===== src/rtl/uart_pkg.sv =====
// -----------------------------------------------------------------------------
// uart_pkg
// Shared UART definitions: the frame FSM state encoding (same state names as
// the transmitter FSM) and the default frame format.
// -----------------------------------------------------------------------------
package uart_pkg;

    // ST_ prefix keeps the state names clear of the PARITY module parameter.
    typedef enum logic [2:0] {
        ST_IDLE,
        ST_START,
        ST_DATA,
        ST_PARITY,
        ST_STOP,
        ST_BREAK
    } uart_state_t;

    localparam int   DEFAULT_DATA_BITS = 8;
    localparam logic DEFAULT_PARITY    = 1'b1;   // 0 = even, 1 = odd

endpackage


===== src/rtl/rx_shift_buffer.sv =====
// -----------------------------------------------------------------------------
// rx_shift_buffer
// Four-entry history of received bytes. Entry 0 is the newest. On i_shift_en
// every entry moves one place older, i_data enters at entry 0 and the oldest
// entry is discarded.
//
// Ports
//   clk        in   system clock
//   rst_n      in   asynchronous active-low clear (all entries to 8'h00)
//   i_shift_en in   push i_data into the history this cycle
//   i_data     in   byte to push
//   o_buf      out  history, o_buf[0] newest .. o_buf[3] oldest
// -----------------------------------------------------------------------------
module rx_shift_buffer (
    input  logic            clk,
    input  logic            rst_n,
    input  logic            i_shift_en,
    input  logic [7:0]      i_data,
    output logic [3:0][7:0] o_buf
);

    logic [3:0][7:0] r_buf;

    always_ff @(posedge clk or negedge rst_n) begin
        if (!rst_n) begin
            r_buf <= '0;
        end else if (i_shift_en) begin
            r_buf <= {r_buf[2:0], i_data};
        end
    end

    assign o_buf = r_buf;

endmodule


===== src/rtl/receiver.sv =====
// -----------------------------------------------------------------------------
// receiver
// UART receiver: start bit, DATA_BITS data bits (LSB first), one parity bit,
// one stop bit. Good frames are pushed into a 4-deep byte history. Each frame
// ends in exactly one of rx_valid / parity_err / frame_err, one cycle after
// the stop-bit mid-sample. A low stop bit parks the FSM in BREAK until the line
// returns high.
//
// Ports
//   clk                  in   system clock
//   rst_n                in   asynchronous active-low reset
//   RX                   in   asynchronous serial line, idle high
//   rx_valid             out  1-cycle pulse, good frame stored in RXBUF
//   parity_err           out  1-cycle pulse, frame dropped for bad parity
//   frame_err            out  1-cycle pulse, frame dropped for low stop bit
//   busy                 out  FSM not in IDLE
//   most_recent_received out  RXBUF[0]
//   RXBUF                out  byte history, [0] newest .. [3] oldest
// -----------------------------------------------------------------------------
module receiver
    import uart_pkg::*;
#(
    parameter int   CLKS_PER_BIT = 16,
    parameter int   DATA_BITS    = DEFAULT_DATA_BITS,
    parameter logic PARITY       = DEFAULT_PARITY
) (
    input  logic            clk,
    input  logic            rst_n,
    input  logic            RX,
    output logic            rx_valid,
    output logic            parity_err,
    output logic            frame_err,
    output logic            busy,
    output logic [7:0]      most_recent_received,
    output logic [3:0][7:0] RXBUF
);

    localparam int TW    = $clog2(CLKS_PER_BIT);
    localparam int BW    = $clog2(DATA_BITS) + 1;
    localparam int IDX_W = $clog2(DATA_BITS);

    localparam logic [TW-1:0] HALF_M1  = TW'(CLKS_PER_BIT / 2 - 1);
    localparam logic [TW-1:0] FULL_M1  = TW'(CLKS_PER_BIT - 1);
    localparam logic [BW-1:0] LAST_BIT = BW'(DATA_BITS - 1);

    // Synchronizer and edge detect
    logic r_sync1;
    logic r_rx_s;
    logic r_rx_prev;

    // FSM and datapath
    uart_state_t          r_state,  w_state_next;
    logic [TW-1:0]        r_timer,  w_timer_next;
    logic [BW-1:0]        r_bit_idx, w_bit_idx_next;
    logic [DATA_BITS-1:0] r_shift,  w_shift_next;
    logic                 r_par_ok, w_par_ok_next;
    logic                 r_rx_valid,   w_rx_valid_next;
    logic                 r_parity_err, w_parity_err_next;
    logic                 r_frame_err,  w_frame_err_next;
    logic                 w_shift_en;
    logic                 w_fall;
    logic [IDX_W-1:0]     w_bit_sel;
    logic [7:0]           w_byte;

    always_ff @(posedge clk or negedge rst_n) begin
        if (!rst_n) begin
            r_sync1   <= 1'b1;
            r_rx_s    <= 1'b1;
            r_rx_prev <= 1'b1;
        end else begin
            r_sync1   <= RX;
            r_rx_s    <= r_sync1;
            r_rx_prev <= r_rx_s;
        end
    end

    assign w_fall    = r_rx_prev & ~r_rx_s;
    assign w_bit_sel = r_bit_idx[IDX_W-1:0];

    always_ff @(posedge clk or negedge rst_n) begin
        if (!rst_n) begin
            r_state      <= ST_IDLE;
            r_timer      <= '0;
            r_bit_idx    <= '0;
            r_shift      <= '0;
            r_par_ok     <= 1'b0;
            r_rx_valid   <= 1'b0;
            r_parity_err <= 1'b0;
            r_frame_err  <= 1'b0;
        end else begin
            r_state      <= w_state_next;
            r_timer      <= w_timer_next;
            r_bit_idx    <= w_bit_idx_next;
            r_shift      <= w_shift_next;
            r_par_ok     <= w_par_ok_next;
            r_rx_valid   <= w_rx_valid_next;
            r_parity_err <= w_parity_err_next;
            r_frame_err  <= w_frame_err_next;
        end
    end

    // The timer counts freely and is cleared at every sample point, so the
    // first sample lands at half a bit after the edge and every later one a
    // full bit after that.
    always_comb begin
        w_state_next      = r_state;
        w_timer_next      = r_timer + 1'b1;
        w_bit_idx_next    = r_bit_idx;
        w_shift_next      = r_shift;
        w_par_ok_next     = r_par_ok;
        w_rx_valid_next   = 1'b0;
        w_parity_err_next = 1'b0;
        w_frame_err_next  = 1'b0;
        w_shift_en        = 1'b0;

        case (r_state)
            ST_IDLE: begin
                w_timer_next = '0;
                if (w_fall) begin
                    w_state_next = ST_START;
                end
            end
            ST_START: begin
                if (r_timer == HALF_M1) begin
                    w_timer_next = '0;
                    if (!r_rx_s) begin
                        w_state_next   = ST_DATA;
                        w_bit_idx_next = '0;
                    end else begin
                        w_state_next = ST_IDLE;   // glitch, not a start bit
                    end
                end
            end
            ST_DATA: begin
                if (r_timer == FULL_M1) begin
                    w_timer_next            = '0;
                    w_shift_next[w_bit_sel] = r_rx_s;
                    if (r_bit_idx == LAST_BIT) begin
                        w_state_next = ST_PARITY;
                    end else begin
                        w_bit_idx_next = r_bit_idx + 1'b1;
                    end
                end
            end
            ST_PARITY: begin
                if (r_timer == FULL_M1) begin
                    w_timer_next  = '0;
                    w_par_ok_next = ((^r_shift ^ r_rx_s) == PARITY);
                    w_state_next  = ST_STOP;
                end
            end
            ST_STOP: begin
                if (r_timer == FULL_M1) begin
                    w_timer_next = '0;
                    if (r_rx_s) begin
                        w_state_next = ST_IDLE;
                        if (r_par_ok) begin
                            w_rx_valid_next = 1'b1;
                            w_shift_en      = 1'b1;
                        end else begin
                            w_parity_err_next = 1'b1;
                        end
                    end else begin
                        // Framing error takes priority over any parity result.
                        w_frame_err_next = 1'b1;
                        w_state_next     = ST_BREAK;
                    end
                end
            end
            ST_BREAK: begin
                w_timer_next = '0;
                if (r_rx_s) begin
                    w_state_next = ST_IDLE;
                end
            end
            default: begin
                w_state_next = ST_IDLE;
                w_timer_next = '0;
            end
        endcase
    end

    // Map the DATA_BITS-wide frame onto the 8-bit history, zero padding
    // narrow frames.
    generate
        for (genvar gi = 0; gi < 8; gi++) begin : g_byte
            if (gi < DATA_BITS) begin : g_bit
                assign w_byte[gi] = r_shift[gi];
            end else begin : g_pad
                assign w_byte[gi] = 1'b0;
            end
        end
    endgenerate

    // Enable comes from the stop-sample cycle, so RXBUF changes on the same
    // edge that raises rx_valid.
    rx_shift_buffer u_buf (
        .clk        (clk),
        .rst_n      (rst_n),
        .i_shift_en (w_shift_en),
        .i_data     (w_byte),
        .o_buf      (RXBUF)
    );

    assign rx_valid             = r_rx_valid;
    assign parity_err           = r_parity_err;
    assign frame_err            = r_frame_err;
    assign busy                 = (r_state != ST_IDLE);
    assign most_recent_received = RXBUF[0];

endmodule

===== config.mk =====
export PLATFORM = sky130hd
export DESIGN_NAME = receiver
export DESIGN_NICKNAME = d
export VERILOG_FILES = /design/src/rtl/uart_pkg.sv /design/src/rtl/rx_shift_buffer.sv /design/src/rtl/receiver.sv
export SDC_FILE = /design/constraint.sdc
export NUM_CORES = 1
export LEC_CHECK = 0
export CAP_MARGIN = 20
export CORE_MARGIN = 2
export CORE_UTILIZATION = 40
export DETAILED_ROUTE_END_ITERATION = 8
export DONT_BUFFER_PORTS = 1
export PLACE_DENSITY_LB_ADDON = 0.25
export SLEW_MARGIN = 25
export SYNTH_ARGS = -nofsm -noshare
export SYNTH_HDL_FRONTEND = slang
export SYNTH_HIERARCHICAL = 1
export SYNTH_SLANG_ARGS = --single-unit

===== constraint.sdc =====
create_clock -name clk -period 2.8 [get_ports clk]
set_clock_uncertainty 0.15 [all_clocks]
set_input_delay 0.14 -clock clk [delete_from_list [all_inputs] [get_ports clk]]
set_output_delay 0.14 -clock clk [all_outputs]
set_load 0.01 [all_outputs]

After elaboration in Yosys (flattened, before gate mapping) --
Cells that the tools add are included.
Storage, ports and cells: bits in registers 58, latch bits 0, memory bits (writable) 0, ROM bits 0, memories kept 0
Operators by class: add/subtract/negate cells 2, $mul 0, divide/modulo/power cells 0, order comparisons 2, equal/unequal tests 17, shift-type cells 0, multiplexer cells 32, bitwise operators 3, reductions and logical operators 10
Operator list (count):
- $mux W3 | 8
- $mux W4 | 6
- $ne A2 B2 Y1 const B | 9
- $pmux W3 S6 | 1
- $pmux W4 S2 | 2
- $mux W1 | 12
- $add A4 B1 Y4 const B | 2
- $bwmux W8 | 1
- $eq A4 B3 Y1 const B | 2
- $reduce_xor A8 Y1 | 1
- $reduce_and A7 Y1 | 1
- $eq A3 B2 Y1 const B | 2
- $eq A3 B3 Y1 const B | 2
- $reduce_and A5 Y1 | 1
- $eq A4 B4 Y1 const B | 1
- $lt A3 B4 Y1 const B | 1
- $reduce_and A2 Y1 | 2
- $demux W1 S3 | 1
- $eq A3 B1 Y1 const B | 1
- $ge A3 B1 Y1 const B | 1
- $logic_not A3 Y1 | 1
- $reduce_bool A3 Y1 | 1
- $reduce_or A3 Y1 | 1
- $mux W2 | 1
- other kinds (5) | 5

Depth between registers and ports, before layout --
word-level depth 5, mapped depth 7, depth with buffers taken out 6

Modules after synthesis --
The synthesis kept the hierarchy.
By module, submodules not included:
- rx_shift_buffer | instances 1, cells each 68, area an instance 1345.0 µm², seq. area each 800.8 µm²
- receiver | instances 1, cells each 126, area an instance 1318.8 µm², seq. area each 654.4 µm²

Least setup slack after synthesis --
Ideal clock, no wire load.
path type register -> register, start point register r_bit_idx[0], end point register r_bit_idx[3], setup time 0.119 ns, arrival time 1.707 ns, data required time 2.531 ns, path slack 0.824 ns, cell stages (with the launch flop) 7, path buffers 0, period minus slack after synthesis 1.976 ns, cells stage by stage dfrtp_1 ha_1 and3b_1 o31a_1 or4_4 xor2_1 nor2_2
On the way: longest elaborated chain between the ends 4
RTL lines:
- start: declaration | line receiver.sv:54 | logic [BW-1:0] r_bit_idx, w_bit_idx_next;
- start signal: assignment | line receiver.sv:93 | r_bit_idx <= w_bit_idx_next;
- $add A4 B1 Y4 | line receiver.sv:141 | w_bit_idx_next = r_bit_idx + 1'b1;
- $mux W4 | line receiver.sv:138 | if (r_bit_idx == LAST_BIT) begin
- $mux W4 | line receiver.sv:135 | if (r_timer == FULL_M1) begin
- $pmux W4 S2 | line receiver.sv:116 | case (r_state)
Parallel ways exist; a longest one is shown, timed or not. The select of a mux whose other input is x is not followed. A chain may end at the register's enable or synchronous reset.

Final worst setup path --
start point register r_bit_idx[1], end point register r_bit_idx[2]
The elaborated chain is that of the path after synthesis.

==> results.md <==
* Ys flop type: dfrtp_1
* Power Dens Cells at about 660 nW/um^2
* Asr flop ratio synth at 1.00
* DRT Wirelength at 4.36 mm
* Worst slew margin at 0.695
* Area grow syn2layout at 8.88%
* DIE AREA at 7330 um^2
* CP Launch Type: flip-flop
* Critical Path Sink Type: flip-flop
* Slew @ Worst Pin at about 0.45 ns
* TritonCTS buffer count at 9
* Number of synthesized flops with an enable pin at 0
* CP cell instances: ha_1, and3b_1, o31a_1, nor3_1, o21ai_0, o2bb2ai_1
* Layout cells sized above 1 at 0.330
* DR pass1 iterations at 4
* Top-count cell post-synth: dfrtp_1
* CP max-delay cell: dfrtp_1
* First-pass GRT wire length at 7.60 mm
* Layout Nets at slightly below 200
* Avg Inst Size Synth at 13.7 um^2
* Initial Utilization at 0.417
* Overflow after GRT at 0
* CTS tree: done
* Outcome: finished, final reports clean
* Number of port buffers at 0
* Post-Syn Instances at 194
* Clock latency on the worst-skew pair at around 0.33 ns
* Crit-path max FO at 9
* RSZ-0062 raised after global routing: false
* Routed vias/inst at 5.20
* Core area at 6390 um^2
* Max Root-Sink Buffers at 2
* Tot Pwr at 0.00193 W
* #FFs+latches synth at 58
* Top cell family by delay on the critical path: compound AO/OA/AOI/OAI gates
* Depth of the worst register-to-register path at 6
* DP HPWL at around 2.9 mm
* Routed Antenna Nets at 0
* Vias at between 1,000 and 1,500
* Pin count of the biggest net entering global routing at 59
* Top Ports at 47
* Post-synthesis sequential area ratio at 0.546
* Worst setup path category: reg -> reg
* Max_cap viols at 0
* Synth warnings at 6
* GRT Overall Usage at 0.133
* Vias in the first global route at 1,520
* Placement Setup Slack at 0.640 ns
* Critical R2R Capture: r_bit_idx[2]$_DFFE_PN0P_
* Worst EP required at 2.86 ns
* CP Buf/Inv Count at 0
* Max Slew Vio Count at 0
* Row count at 29
* Worst hold path class: in -> async
* Die Wd at 85.6 um
* H-tree levels at 3
* Post-synth cell types at 37
* Critical Path Max Stage Delay at 0.47 ns
* Routability cong. at 0.745
* Synth top area cells: dfrtp_1, mux2_4, mux2_2, xnor2_1, dfstp_2
* DR WL/cell at 15.9 um
* Fmax at around 0.46 GHz
* R2r startpoint: r_bit_idx[1]$_DFFE_PN0P_
* Worst EP arrival at 2.25 ns
* Setup WS post-layout at about 0.61 ns
* Antenna cells at 0
* Clk slew on worst S/H paths at 0.07 ns
* Lkg Pwr at 1.35 nW
* CTS Root Cell: clkbuf_8
* DRC errors left at 0
* Post-Route Setup TNS at 0 ns
* Die Span Y at between 80 and 90 um
* Worst reg2reg setup slack at 0.61 ns
* Final Hold Vio Count at 0
* Final setup vio count at 0
* Commonest cells in the netlist: dfrtp_1, mux2_4, mux2_2, xnor2_1
* # clock sinks at 58
* Period minus WS final at 2.19 ns
* Syn Nets at 199
* Cell Area, Synth at 2660 um^2
* Share of Yosys cell area claimed by the top area cell type at 0.517
* Final worst-path cycle share at 0.782
* Initial antenna violation count at 0
* Worst vdd rail ir drop at 0.483 mV
* Leading area contributor after synthesis: dfrtp_1
* Drt initial violations at 104
-- metal layers --
layer | track usage | vias to the layer above | wire (um)
met5 | 0 | - | 0
met2 | 0.197 | 41 | 2050
met1 | 0.169 | 719 | 1990
met4 | 0.0794 | 0 | 104
li1 | - | 656 | -
met3 | 0.0423 | 10 | 220
-- power breakdown --
| group | internal [W] | switching [W] | leakage (nW) |
|---|---|---|---|
| clock network | 0.000498 | 0.000332 | 0.105 |
| registers | 0.000870 | 0.0000407 | 0.796 |
| logic | 0.0000813 | 0.000104 | 0.448 |
-- worst register-to-register path: stages (launching register included) --
cell	delay (ns)
dfrtp_1	0.47
ha_1	0.26
and3b_1	0.20
o31a_1	0.30
nor3_1	0.37
o21ai_0	0.18
o2bb2ai_1	0.16
-- layout by cell type (no fill, tap or decap), drive strengths merged, types with 2 or more instances in the layout --
| master | n |
|---|---|
| and2 | 2 |
| and3 | 3 |
| buf | 2 |
| bufinv | 2 |
| clkbuf | 9 |
| clkinv | 3 |
| clkinvlp | 2 |
| dfrtp | 55 |
| dfstp | 3 |
| dlygate4sd3 | 2 |
| ha | 2 |
| inv | 4 |
| mux2 | 40 |
| nand2 | 7 |
| nand2b | 2 |
| nand3 | 8 |
| nor2 | 8 |
| nor2b | 2 |
| nor3 | 5 |
| o21ai | 9 |
| xnor2 | 10 |
| xor2 | 3 |
-- registers in the layout, summed over array words and instances, names as in the netlist, 3 cells and up --
name         count
u_buf/o_buf     32
r_shift          8
r_state          3
r_timer          4
r_bit_idx        4
-- cell type report --
type | count | area, um^2
fill | 571 | 3490
inverter | 4 | 15.0
timing repair buffer | 4 | 67.6
clock inverter | 7 | 93.8
clock buffer | 9 | 124
sequential | 58 | 1460
multi-input combinational | 115 | 1050
tap | 77 | 96.3
-- worst max-delay path by stage --
stage	cells after the start	slack (ns)	end	from
2_1_floorplan	6	0.82	r_bit_idx[3]$_DFFE_PN0P_	r_bit_idx[0]$_DFFE_PN0P_
3_3_place_gp	6	0.69	u_buf/o_buf[13]$_DFFE_PN0P_	r_timer[0]$_DFF_PN0_
3_5_place_dp	6	0.64	r_bit_idx[3]$_DFFE_PN0P_	r_bit_idx[1]$_DFFE_PN0P_
4_1_cts	6	0.62	r_bit_idx[3]$_DFFE_PN0P_	r_bit_idx[1]$_DFFE_PN0P_
5_1_grt	6	0.44	r_bit_idx[2]$_DFFE_PN0P_	r_bit_idx[1]$_DFFE_PN0P_
6_report	6	0.61	r_bit_idx[2]$_DFFE_PN0P_	r_bit_idx[1]$_DFFE_PN0P_
-- cells by family (layout without fill, tap and decap cells) --
logic type,count (synthesis),after routing,synth area share
flops,58,58,0.546
simple gates,44,44,0.0897
mux,41,41,0.215
buf+inv,21,24,0.0620
compound gates,15,15,0.0348
xor+xnor,13,13,0.0427
fa+ha+maj,2,2,0.00939
-- repair_timing --
item,in CTS,in global routing
hold buffers,3,0
endpoints found under the setup margin,0,0
hold endpoints to repair,59,0
gates resized for setup,0,0
setup buffers,0,0
-- stage by stage --
step | std cells | hold slack (ns) | util | instance area, um^2
final | 274 | 0.184 | 0.454 | 2900
after global routing | 274 | 0.188 | 0.454 | 2900
after CTS | 274 | 0.177 | 0.454 | 2900
after detailed placement | 255 | -0.304 | 0.413 | 2640
after global placement | 255 | -0.304 | 0.413 | 2640
after floorplan | 194 | -0.306 | - | 2660
Note: power is estimated with default switching activity, not from simulation.
